### src/rtl/dctn_engine.sv
// dctn_engine: two-pass separable N x N transform engine computing Y = C*X*C^T.
// Pass 1 builds T = X*C^T into an internal buffer; pass 2 streams out Y = C*T.
// Optional feature macro: DCTN_INVERSE_EN (inv=1 addresses C transposed, giving C^T*Y*C).
module dctn_engine #(
  parameter int unsigned N    = 8,
  parameter int unsigned DW   = 16,
  parameter int unsigned CW   = 16,
  parameter int unsigned FRAC = 14,
  parameter int unsigned OW   = 16,
  parameter int unsigned AW   = 2 * $clog2(N)
) (
  input  logic          clk,
  input  logic          reset,
  input  logic          en,
  input  logic          inv,
  output logic          rdy,
  output logic [AW-1:0] iaddr,
  input  logic [DW-1:0] iq,
  output logic [AW-1:0] maddr,
  input  logic [CW-1:0] mq,
  output logic [AW-1:0] waddr,
  output logic [OW-1:0] wdata,
  output logic          wwren
);

  localparam int unsigned LN  = $clog2(N);
  localparam int unsigned PW  = DW + CW;
  localparam int unsigned ACW = PW + LN;
  // One guard bit so the rounding add can never wrap.
  localparam int unsigned RW  = ACW + 1;

  localparam logic [AW-1:0] LastElem = AW'(N * N - 1);
  localparam logic [LN-1:0] LastTap  = LN'(N - 1);

  localparam logic signed [RW-1:0] SatMax = RW'((longint'(1) <<< (OW - 1)) - 1);
  localparam logic signed [RW-1:0] SatMin = ~SatMax;
  localparam logic signed [RW-1:0] RndK   = RW'(longint'(1) <<< (FRAC - 1));

  typedef enum logic [1:0] {StIdle, StPass1, StPass2, StFlush} state_e;

  state_e state_q, state_d;

  // Issue stage: element / tap counters drive the read addresses.
  logic [LN-1:0] tap_q, tap_d;
  logic [AW-1:0] elem_q, elem_d;
  logic          iss_done_q, iss_done_d;
  logic          inv_q, inv_d;

  // MAC stage: operands arrive one cycle after their addresses were issued.
  logic          s1_valid_q, s1_valid_d;
  logic          s1_first_q, s1_first_d;
  logic          s1_last_q, s1_last_d;
  logic          s1_pass2_q, s1_pass2_d;
  logic [AW-1:0] s1_elem_q, s1_elem_d;
  logic [OW-1:0] t_q, t_d;
  logic signed [ACW-1:0] acc_q, acc_d;

  // Output write stage.
  logic          wwren_q, wwren_d;
  logic [AW-1:0] waddr_q, waddr_d;
  logic [OW-1:0] wdata_q, wdata_d;

  // Intermediate T buffer; contents need no reset.
  logic [OW-1:0] tbuf [N*N];

  logic          issue;
  logic          last_issue;
  logic          buf_we;
  logic [LN-1:0] row;
  logic [LN-1:0] col;
  logic [AW-1:0] t_raddr;

  logic signed [DW-1:0]  op_a;
  logic signed [PW-1:0]  prod;
  logic signed [ACW-1:0] acc_base;
  logic signed [ACW-1:0] acc_sum;
  logic signed [RW-1:0]  rnd;
  logic signed [RW-1:0]  shr;
  logic [OW-1:0]         res_sat;

`ifndef DCTN_INVERSE_EN
  logic unused_inv;
  assign unused_inv = inv;
`endif

  // Address generation and MAC/round/saturate datapath.
  always_comb begin
    row     = elem_q[AW-1:LN];
    col     = elem_q[LN-1:0];
    iaddr   = {row, tap_q};
    t_raddr = {tap_q, col};
    if (state_q == StPass2) begin
      maddr = inv_q ? {tap_q, row} : {row, tap_q};
    end else begin
      maddr = inv_q ? {tap_q, col} : {col, tap_q};
    end

    op_a     = s1_pass2_q ? DW'($signed(t_q)) : $signed(iq);
    prod     = PW'(op_a) * PW'($signed(mq));
    acc_base = s1_first_q ? '0 : acc_q;
    acc_sum  = acc_base + ACW'(prod);
    rnd      = RW'(acc_sum) + RndK;
    shr      = rnd >>> FRAC;
    if (shr > SatMax) begin
      res_sat = SatMax[OW-1:0];
    end else if (shr < SatMin) begin
      res_sat = SatMin[OW-1:0];
    end else begin
      res_sat = shr[OW-1:0];
    end
  end

  // Next-state logic for the FSM, counters and pipeline stages.
  always_comb begin
    state_d    = state_q;
    tap_d      = tap_q;
    elem_d     = elem_q;
    iss_done_d = iss_done_q;
    inv_d      = inv_q;
    acc_d      = acc_q;
    waddr_d    = waddr_q;
    wdata_d    = wdata_q;

    issue      = ((state_q == StPass1) && !iss_done_q) || (state_q == StPass2);
    last_issue = issue && (tap_q == LastTap) && (elem_q == LastElem);

    if (issue) begin
      tap_d = tap_q + LN'(1);
      if (tap_q == LastTap) begin
        elem_d = elem_q + AW'(1);
      end
    end

    s1_valid_d = issue;
    s1_first_d = (tap_q == '0);
    s1_last_d  = (tap_q == LastTap);
    s1_pass2_d = (state_q == StPass2);
    s1_elem_d  = elem_q;
    t_d        = tbuf[t_raddr];

    if (s1_valid_q) begin
      acc_d = acc_sum;
    end

    buf_we  = s1_valid_q && s1_last_q && !s1_pass2_q;
    wwren_d = s1_valid_q && s1_last_q && s1_pass2_q;
    if (wwren_d) begin
      waddr_d = s1_elem_q;
      wdata_d = res_sat;
    end

    unique case (state_q)
      StIdle: begin
        if (en) begin
          state_d    = StPass1;
          iss_done_d = 1'b0;
`ifdef DCTN_INVERSE_EN
          inv_d      = inv;
`else
          inv_d      = 1'b0;
`endif
        end
      end
      StPass1: begin
        if (last_issue) begin
          iss_done_d = 1'b1;
        end
        // Pass 2 reads T, so wait until the final T element has landed.
        if (buf_we && (s1_elem_q == LastElem)) begin
          state_d = StPass2;
        end
      end
      StPass2: begin
        if (last_issue) begin
          state_d = StFlush;
        end
      end
      StFlush: begin
        if (wwren_q && (waddr_q == LastElem)) begin
          state_d = StIdle;
        end
      end
      default: state_d = StIdle;
    endcase
  end

  // State and pipeline registers with synchronous reset.
  always_ff @(posedge clk) begin
    if (reset) begin
      state_q    <= StIdle;
      tap_q      <= '0;
      elem_q     <= '0;
      iss_done_q <= 1'b0;
      inv_q      <= 1'b0;
      s1_valid_q <= 1'b0;
      s1_first_q <= 1'b0;
      s1_last_q  <= 1'b0;
      s1_pass2_q <= 1'b0;
      s1_elem_q  <= '0;
      t_q        <= '0;
      acc_q      <= '0;
      wwren_q    <= 1'b0;
      waddr_q    <= '0;
      wdata_q    <= '0;
    end else begin
      state_q    <= state_d;
      tap_q      <= tap_d;
      elem_q     <= elem_d;
      iss_done_q <= iss_done_d;
      inv_q      <= inv_d;
      s1_valid_q <= s1_valid_d;
      s1_first_q <= s1_first_d;
      s1_last_q  <= s1_last_d;
      s1_pass2_q <= s1_pass2_d;
      s1_elem_q  <= s1_elem_d;
      t_q        <= t_d;
      acc_q      <= acc_d;
      wwren_q    <= wwren_d;
      waddr_q    <= waddr_d;
      wdata_q    <= wdata_d;
    end
  end

  // Store finished pass-1 elements into the T buffer.
  always_ff @(posedge clk) begin
    if (buf_we) begin
      tbuf[s1_elem_q] <= res_sat;
    end
  end

  assign rdy   = (state_q == StIdle);
  assign wwren = wwren_q;
  assign waddr = waddr_q;
  assign wdata = wdata_q;

endmodule

### config.mk
export PLATFORM = sky130hd
export DESIGN_NAME = dctn_engine
export DESIGN_NICKNAME = d
export VERILOG_FILES = /design/src/rtl/dctn_engine.sv
export SDC_FILE = /design/constraint.sdc
export NUM_CORES = 2
export LEC_CHECK = 0
export BUFFER_PORTS_ARGS = -buffer_cell sky130_fd_sc_hd__buf_2
export CELL_PAD_IN_SITES_DETAIL_PLACEMENT = 2
export CELL_PAD_IN_SITES_GLOBAL_PLACEMENT = 2
export CORE_MARGIN = 4
export CORE_UTILIZATION = 25
export DETAILED_ROUTE_END_ITERATION = 16
export PLACE_DENSITY_LB_ADDON = 0.3
export SLEW_MARGIN = 15
export SYNTH_ARGS = -nofsm -noshare
export SYNTH_HDL_FRONTEND = slang
export SYNTH_SLANG_ARGS = --single-unit
### constraint.sdc
create_clock -name clk -period 18.97 [get_ports clk]
set_input_delay 0.9485 -clock clk [delete_from_list [all_inputs] [get_ports clk]]
set_output_delay 0.9485 -clock clk [all_outputs]
set_load 0.01 [all_outputs]
# Word-level counts from Yosys, hierarchy flattened
# Memories as Yosys holds them, arrays and structs flattened. A register that Yosys moved wholly into a read port is not among the register bits.
# Index checks and enable logic that the tools add are counted.
classes:
  n_eq_ne: 12
  n_addsub: 4
  reduce_logical: 17
  mux: 15
  n_lt_le_gt_ge: 2
  n_mul: 1
ops:
  columns: ["operator", "count"]
  rows:
  - ["$mux W16", 3]
  - ["$add A35 B15 Y36 const B", 1]
  - ["$add A35 B32 Y35", 1]
  - ["$mux W35", 1]
  - ["$mul A16 B16 Y32", 1]
  - ["$gt A22 B16 Y1 const B", 1]
  - ["$lt A22 B16 Y1 const B", 1]
  - ["$eq A6 B6 Y1 const B", 3]
  - ["$logic_and A1 B1 Y1", 8]
  - ["$mux W2", 4]
  - ["$pmux W2 S4", 1]
  - ["$add A6 B1 Y6 const B", 1]
  - ["$mux W6", 1]
  - ["$ne A2 B2 Y1 const B", 3]
  - ["$eq A2 B2 Y1 const B", 2]
  - ["$mux W1", 4]
  - ["$ne A2 B1 Y1 const B", 2]
  - ["$reduce_and A4 Y1", 1]
  - ["$add A3 B1 Y3 const B", 1]
  - ["$eq A3 B3 Y1 const B", 1]
  - ["$logic_not A3 Y1", 1]
  - ["$reduce_and A3 Y1", 1]
  - ["$eq A2 B1 Y1 const B", 1]
  - ["$logic_not A1 Y1", 2]
  - ["5 further kinds", 5]
totals:
  ram_bits: 1024
  register_bits: 80
  word_cells: 65
  n_memories: 1
mem_list:
  columns: ["memory", "depth", "width", "rd", "rd_ports_with_merged_regs", "wr", "line_no", "source"]
  rows:
  - ["tbuf", 64, 16, 1, 1, 1, "64", "logic [OW-1:0] tbuf [N*N];"]

# Depth between registers and ports, before layout
depth:
  word_depth: 7
  depth_mapped: 36

# Worst setup path before layout
# OpenSTA, ideal clock, no wires.
synth_timing:
  path_kind: "input port to flip-flop"
  startpoint: "input port iq[15]"
  endpoint: "memory tbuf[0][10] (data pin)"
  n_path_buf: 3
  required_time_ns: 18.456
  setup_ns: 0.514
  setup_slack_ns: 8.868
  cell_stages: 28
  arrival_time_ns: 9.588
  cell_sequence: "mux2_2 > clkbuf_1 > nand2_1 > inv_1 > fa_1 > inv_1 > fa_1 > inv_1 > fa_1 > fa_1 > fa_1 > inv_1 > fa_1 > inv_1 > ha_1 > buf_2 > a21oi_1 > o21ai_1 > a221o_1 > a31oi_1 > nor2_1 > o311ai_0 > o311ai_2 > a21oi_2 > o21ai_1 > clkbuf_1 > nand2_1 > nand2_1"
synth_via:
  elab_chain_len: 7
  word_cells_on_any_way: 8
  cone_classes: "add/sub (2); mul (1); order compare (2); mux (3)"
synth_rtl:
  columns: ["element", "line_no", "source"]
  rows:
  - ["start, declared", "18", "input logic [DW-1:0] iq,"]
  - ["$mux W16 (*)", "98", "op_a = s1_pass2_q ? DW'($signed(t_q)) : $signed(iq);"]
  - ["$mul A16 B16 Y32 (*)", "99", "prod = PW'(op_a) * PW'($signed(mq));"]
  - ["$add A35 B32 Y35 (*)", "101", "acc_sum = acc_base + ACW'(prod);"]
  - ["$add A35 B15 Y36 (*)", "102", "rnd = RW'(acc_sum) + RndK;"]
  - ["$lt A22 B16 Y1", "106", "end else if (shr < SatMin) begin"]
  - ["$mux W16", "106", null]
  - ["$mux W16 (*)", "104", "if (shr > SatMax) begin"]
  - ["via res_sat[10]", "79", "logic [OW-1:0] res_sat;"]
  - ["end, declared", "64", null]
# Mark *: on every way through the listed nets, which the timed path passes. The rest lies on a longest branch.

# Worst setup path in the final report
layout_timing:
  startpoint: "register s1_pass2_q"
  endpoint: "memory tbuf[38][9] (data pin)"
layout_via:
  elab_chain_len: 7
  word_cells_on_any_way: 8
  cone_classes: "add/sub (2); mul (1); order compare (2); mux (3)"
layout_rtl:
  columns: ["element", "line_no", "source"]
  rows:
  - ["start, declared", "53", "logic s1_pass2_q, s1_pass2_d;"]
  - ["start signal, assigned", "214", "s1_pass2_q <= s1_pass2_d;"]
  - ["$mux W16 (*)", "98", null]
  - ["$mul A16 B16 Y32 (*)", "99", null]
  - ["$add A35 B32 Y35 (*)", "101", null]
  - ["via acc_sum[14]", "76", "logic signed [ACW-1:0] acc_sum;"]
  - ["$add A35 B15 Y36 (*)", "102", null]
  - ["$lt A22 B16 Y1", "106", null]
  - ["$mux W16", "106", null]
  - ["$mux W16 (*)", "104", null]
  - ["via res_sat[9]", "79", null]
# Marked as above.

==> results.toml <==
[outcome]
status = "completed"

[critical_path]
critical_register_to_register_path_endpoint = "tbuf[38][9]"
data_arrival_time_of_the_worst_path_ps = 11330
r2r_setup_slack_ps = 8090
timing_worst_setup_path_type = "reg2reg"
start_kind = "register"
r2r-start = "s1_pass2_q"
cpMostUsedCell = "sky130_fd_sc_hd__fa_1"
timing.critical_path.to_type = "register"
worstRegToRegCells = 31
timing.critical_path.slowest_stage_cell = "sky130_fd_sc_hd__o211ai_1"
crit_path_max_incr_delay_ps = 680
required_ps = 19420
critical-path-top-delay-family = "adder cells"
critical_path.max_fanout = 67
cp_num_buf_inv = 8

[drt]
drt_first_iter_violations = 1956
drc = 0
drt_pass1_iterations = 5
drt_wl_total_um = 164000
postRouteAntennaNets = 0
via_density = 4.57
wire_per_inst_um = 24.5
detailed_route_via_count = 30700

[synthesis]
syn-num-nets = 3971
synth.yosys.warnings = 0
synth_edf_count = 1024
synth_seq_cells = 1120
async_reset_ff_frac = 0
synth_top_flop_cell = "sky130_fd_sc_hd__edfxtp_1"
synth_area_um2 = 55900
netlist-cell-type-count = 90
syn-instance-count = 3512
avgSynthCellArea_um2 = 15.9
synth.yosys.seq_area_share = 0.585

[floorplan]
core-area_um2 = 222000
pin_count = 72
die-height_um = 481
fp-row-count = 173
die_width_um = 481
floorplan.initialDensity = 0.251
fp.dieArea_um2 = 231000

[cells_and_area]
postLayoutCellArea_um2 = 64200
fin_util = 0.289
num-fill-cells = 23100
area_of_the_multi_input_gates_um2 = 21300
layout-drive-gt1-share = 0.197
finalNetCount = 4096
ff_latch_area_um2 = 32700
area_delta_synth_final_pct = 14.9

[grt]
antenna_found_initial = 3
grt_max_degree = 113
first_global_vias = 34800
grt_overflow = 0
global_route.peak_usage_layer = "met2"
first_pass_grt_wire_length_um = 246000
gr-usage-all-layers = 0.144
globalRouteMet3Util = 0.0176
global_route.usage.met2 = 0.256
met1_usage = 0.186

[cts]
tritoncts.num_buffers = 130
clock_sinks = 1120
cts_resized = 0
post_cts_hold_buffer_count = 0
clkTransAtPathRegs_ps = 60
cts_tree = "built"
cts.htree.levels = 4
post_cts.repair.setup_buffers = 0
cts_max_path_buffers = 3
cts_root_buf = "sky130_fd_sc_hd__clkbuf_16"
worstSkewPairLatency_ps = 750

[placement]
numPortBuffers = 70
routability_driven_placement_congestion_ratio = 0.748
instance_area_after_placement_um2 = 60100
hpwlAfterDp_um = 109000

[min_path]
hold_path.startpoint = "wdata[15]"
hold_class = "reg2reg"
holdPathStages = 2
worst_hold_path.endpoint = "wdata[15]"

[sta]
setup_repair_after_global_routing_missed_its_margin = "no"
period_share = 0.574
number_of_setup_violations_in_the_final_report = 0
finalCriticalPeriod_ps = 10880
worst_slew_margin_rel = 0.309
finClkSkew_ps = 30.2
slew_violations = 0
fin_hold_ws_ps = 464
setup_tns_ps = 0
worst_slew_pin_slew_ps = 1040
fmaxAchievable_mhz = 91.9
final-hold-violation-count = 0

[job]
cap_violations = 0
metrics by stage:
stage	worst slack, ps	std cells
global route	7480	6715
CTS	7690	6714
finish	8090	6718
global placement	7760	6480
detailed placement	7510	6480
floorplan	8870	3512
worst max path at each step:
stage	from	end	slack [ps]	cells after the start
after floorplan	iq[15]	tbuf[0][10]	8870	28
after global placement	iq[9]	tbuf[62][5]	7760	31
after detailed placement	iq[9]	tbuf[63][5]	7510	31
after CTS	s1_pass2_q	tbuf[26][5]	7690	31
after global routing	s1_pass2_q	tbuf[43][9]	7480	31
final	s1_pass2_q	tbuf[38][9]	8090	31
cell type report:
class,instances,share of cell area
Clock inverter,70,0.00869
Clock buffer,164,0.0543
Sequential cell,1120,0.509
Antenna cell,4,0.000156
Tap cell,2975,0.0580
Multi-Input combinational cell,1864,0.331
Inverter,347,0.0203
Timing Repair Buffer,174,0.0180
cell usage in the layout (no fill, tap or decap), types with 37 or more instances in the layout:
cell,Yosys,routed
sky130_fd_sc_hd__ha_1,113,113
sky130_fd_sc_hd__inv_1,347,346
sky130_fd_sc_hd__a211oi_1,37,37
sky130_fd_sc_hd__buf_2,9,69
sky130_fd_sc_hd__o221ai_1,41,41
sky130_fd_sc_hd__fa_1,310,310
sky130_fd_sc_hd__a21oi_1,60,60
sky130_fd_sc_hd__edfxtp_1,1024,1024
sky130_fd_sc_hd__buf_4,9,103
sky130_fd_sc_hd__nor2_1,164,136
sky130_fd_sc_hd__dfxtp_1,96,91
sky130_fd_sc_hd__mux4_2,271,271
sky130_fd_sc_hd__mux2i_1,117,117
sky130_fd_sc_hd__and2_1,110,110
sky130_fd_sc_hd__nand2_1,243,227
sky130_fd_sc_hd__nor2b_1,74,74
sky130_fd_sc_hd__clkbuf_16,0,135
worst reg2reg max path, delay by kind of cell (launching register included):
kind                     cells  cell delay (ps)
adder cells (fa/ha/maj)      8             3790
AND/OR/NAND/NOR             11             3190
buffers and inverters        8             1650
AO/OA/AOI/OAI                3              950
multiplexers                 1              630
flip-flops                   1              310
flip-flops by register name (all words and copies together), names as in the netlist:
register / flops
tbuf: 1024
acc_q: 35
t_q: 16
wdata: 16
elem_q: 6
s1_elem_q: 6
waddr: 6
tap_q: 3
state_q: 2
iss_done_q: 1
s1_first_q: 1
s1_last_q: 1
s1_pass2_q: 1
s1_valid_q: 1
wwren: 1
routing by layer:
metal	share of wire	up-vias	wire (um)
li1	-	13200	-
met1	0.43	16900	70900
met2	0.52	505	85200
met3	0.032	157	5290
met4	0.018	0	3040
met5	0	-	0
cells in the mapped netlist (all sizes together) (4+ instances only):
cell type,count,area (um2)
o21ai,20,100
or3b,4,35.0
nor2b,75,477
xor2,16,140
and3,12,76.3
o21bai,5,37.5
edfxtp,1024,30700
nand4,7,50.1
fa,310,6210
inv,347,1300
a21oi,63,327
nand2,243,912
nor2,164,616
o211ai,10,75.1
nor3,14,70.1
a21o,15,113
and4,5,46.3
nor3b,5,37.5
o22ai,20,125
a211oi,52,465
or4,4,30.0
dfxtp,96,1920
nand3b,5,37.5
and2,111,697
o221ai,41,359
xnor2,29,254
mux2i,117,1170
clkbuf,134,508
ha,113,1410
nor4,4,52.6
or3,6,42.5
a21boi,4,30.0
nand2b,16,100
mux4,271,6100
buf,47,244
nand3,24,130
o311ai,5,76.3
or2,5,31.3
mux2,21,240
and4b,4,40.0
kinds of logic after synthesis:
logic type / Yosys count / synth area share
flip-flops: 1120 / 0.585
XOR/XNOR: 45 / 0.00705
AND/OR/NAND/NOR: 713 / 0.0632
buffers and inverters: 528 / 0.0368
multiplexers: 409 / 0.135
adder cells (fa/ha/maj): 423 / 0.136
AO/OA/AOI/OAI: 274 / 0.0372
Power is not shown: default switching activity piles up to over one toggle a cycle in this logic, so the estimate is an artifact.
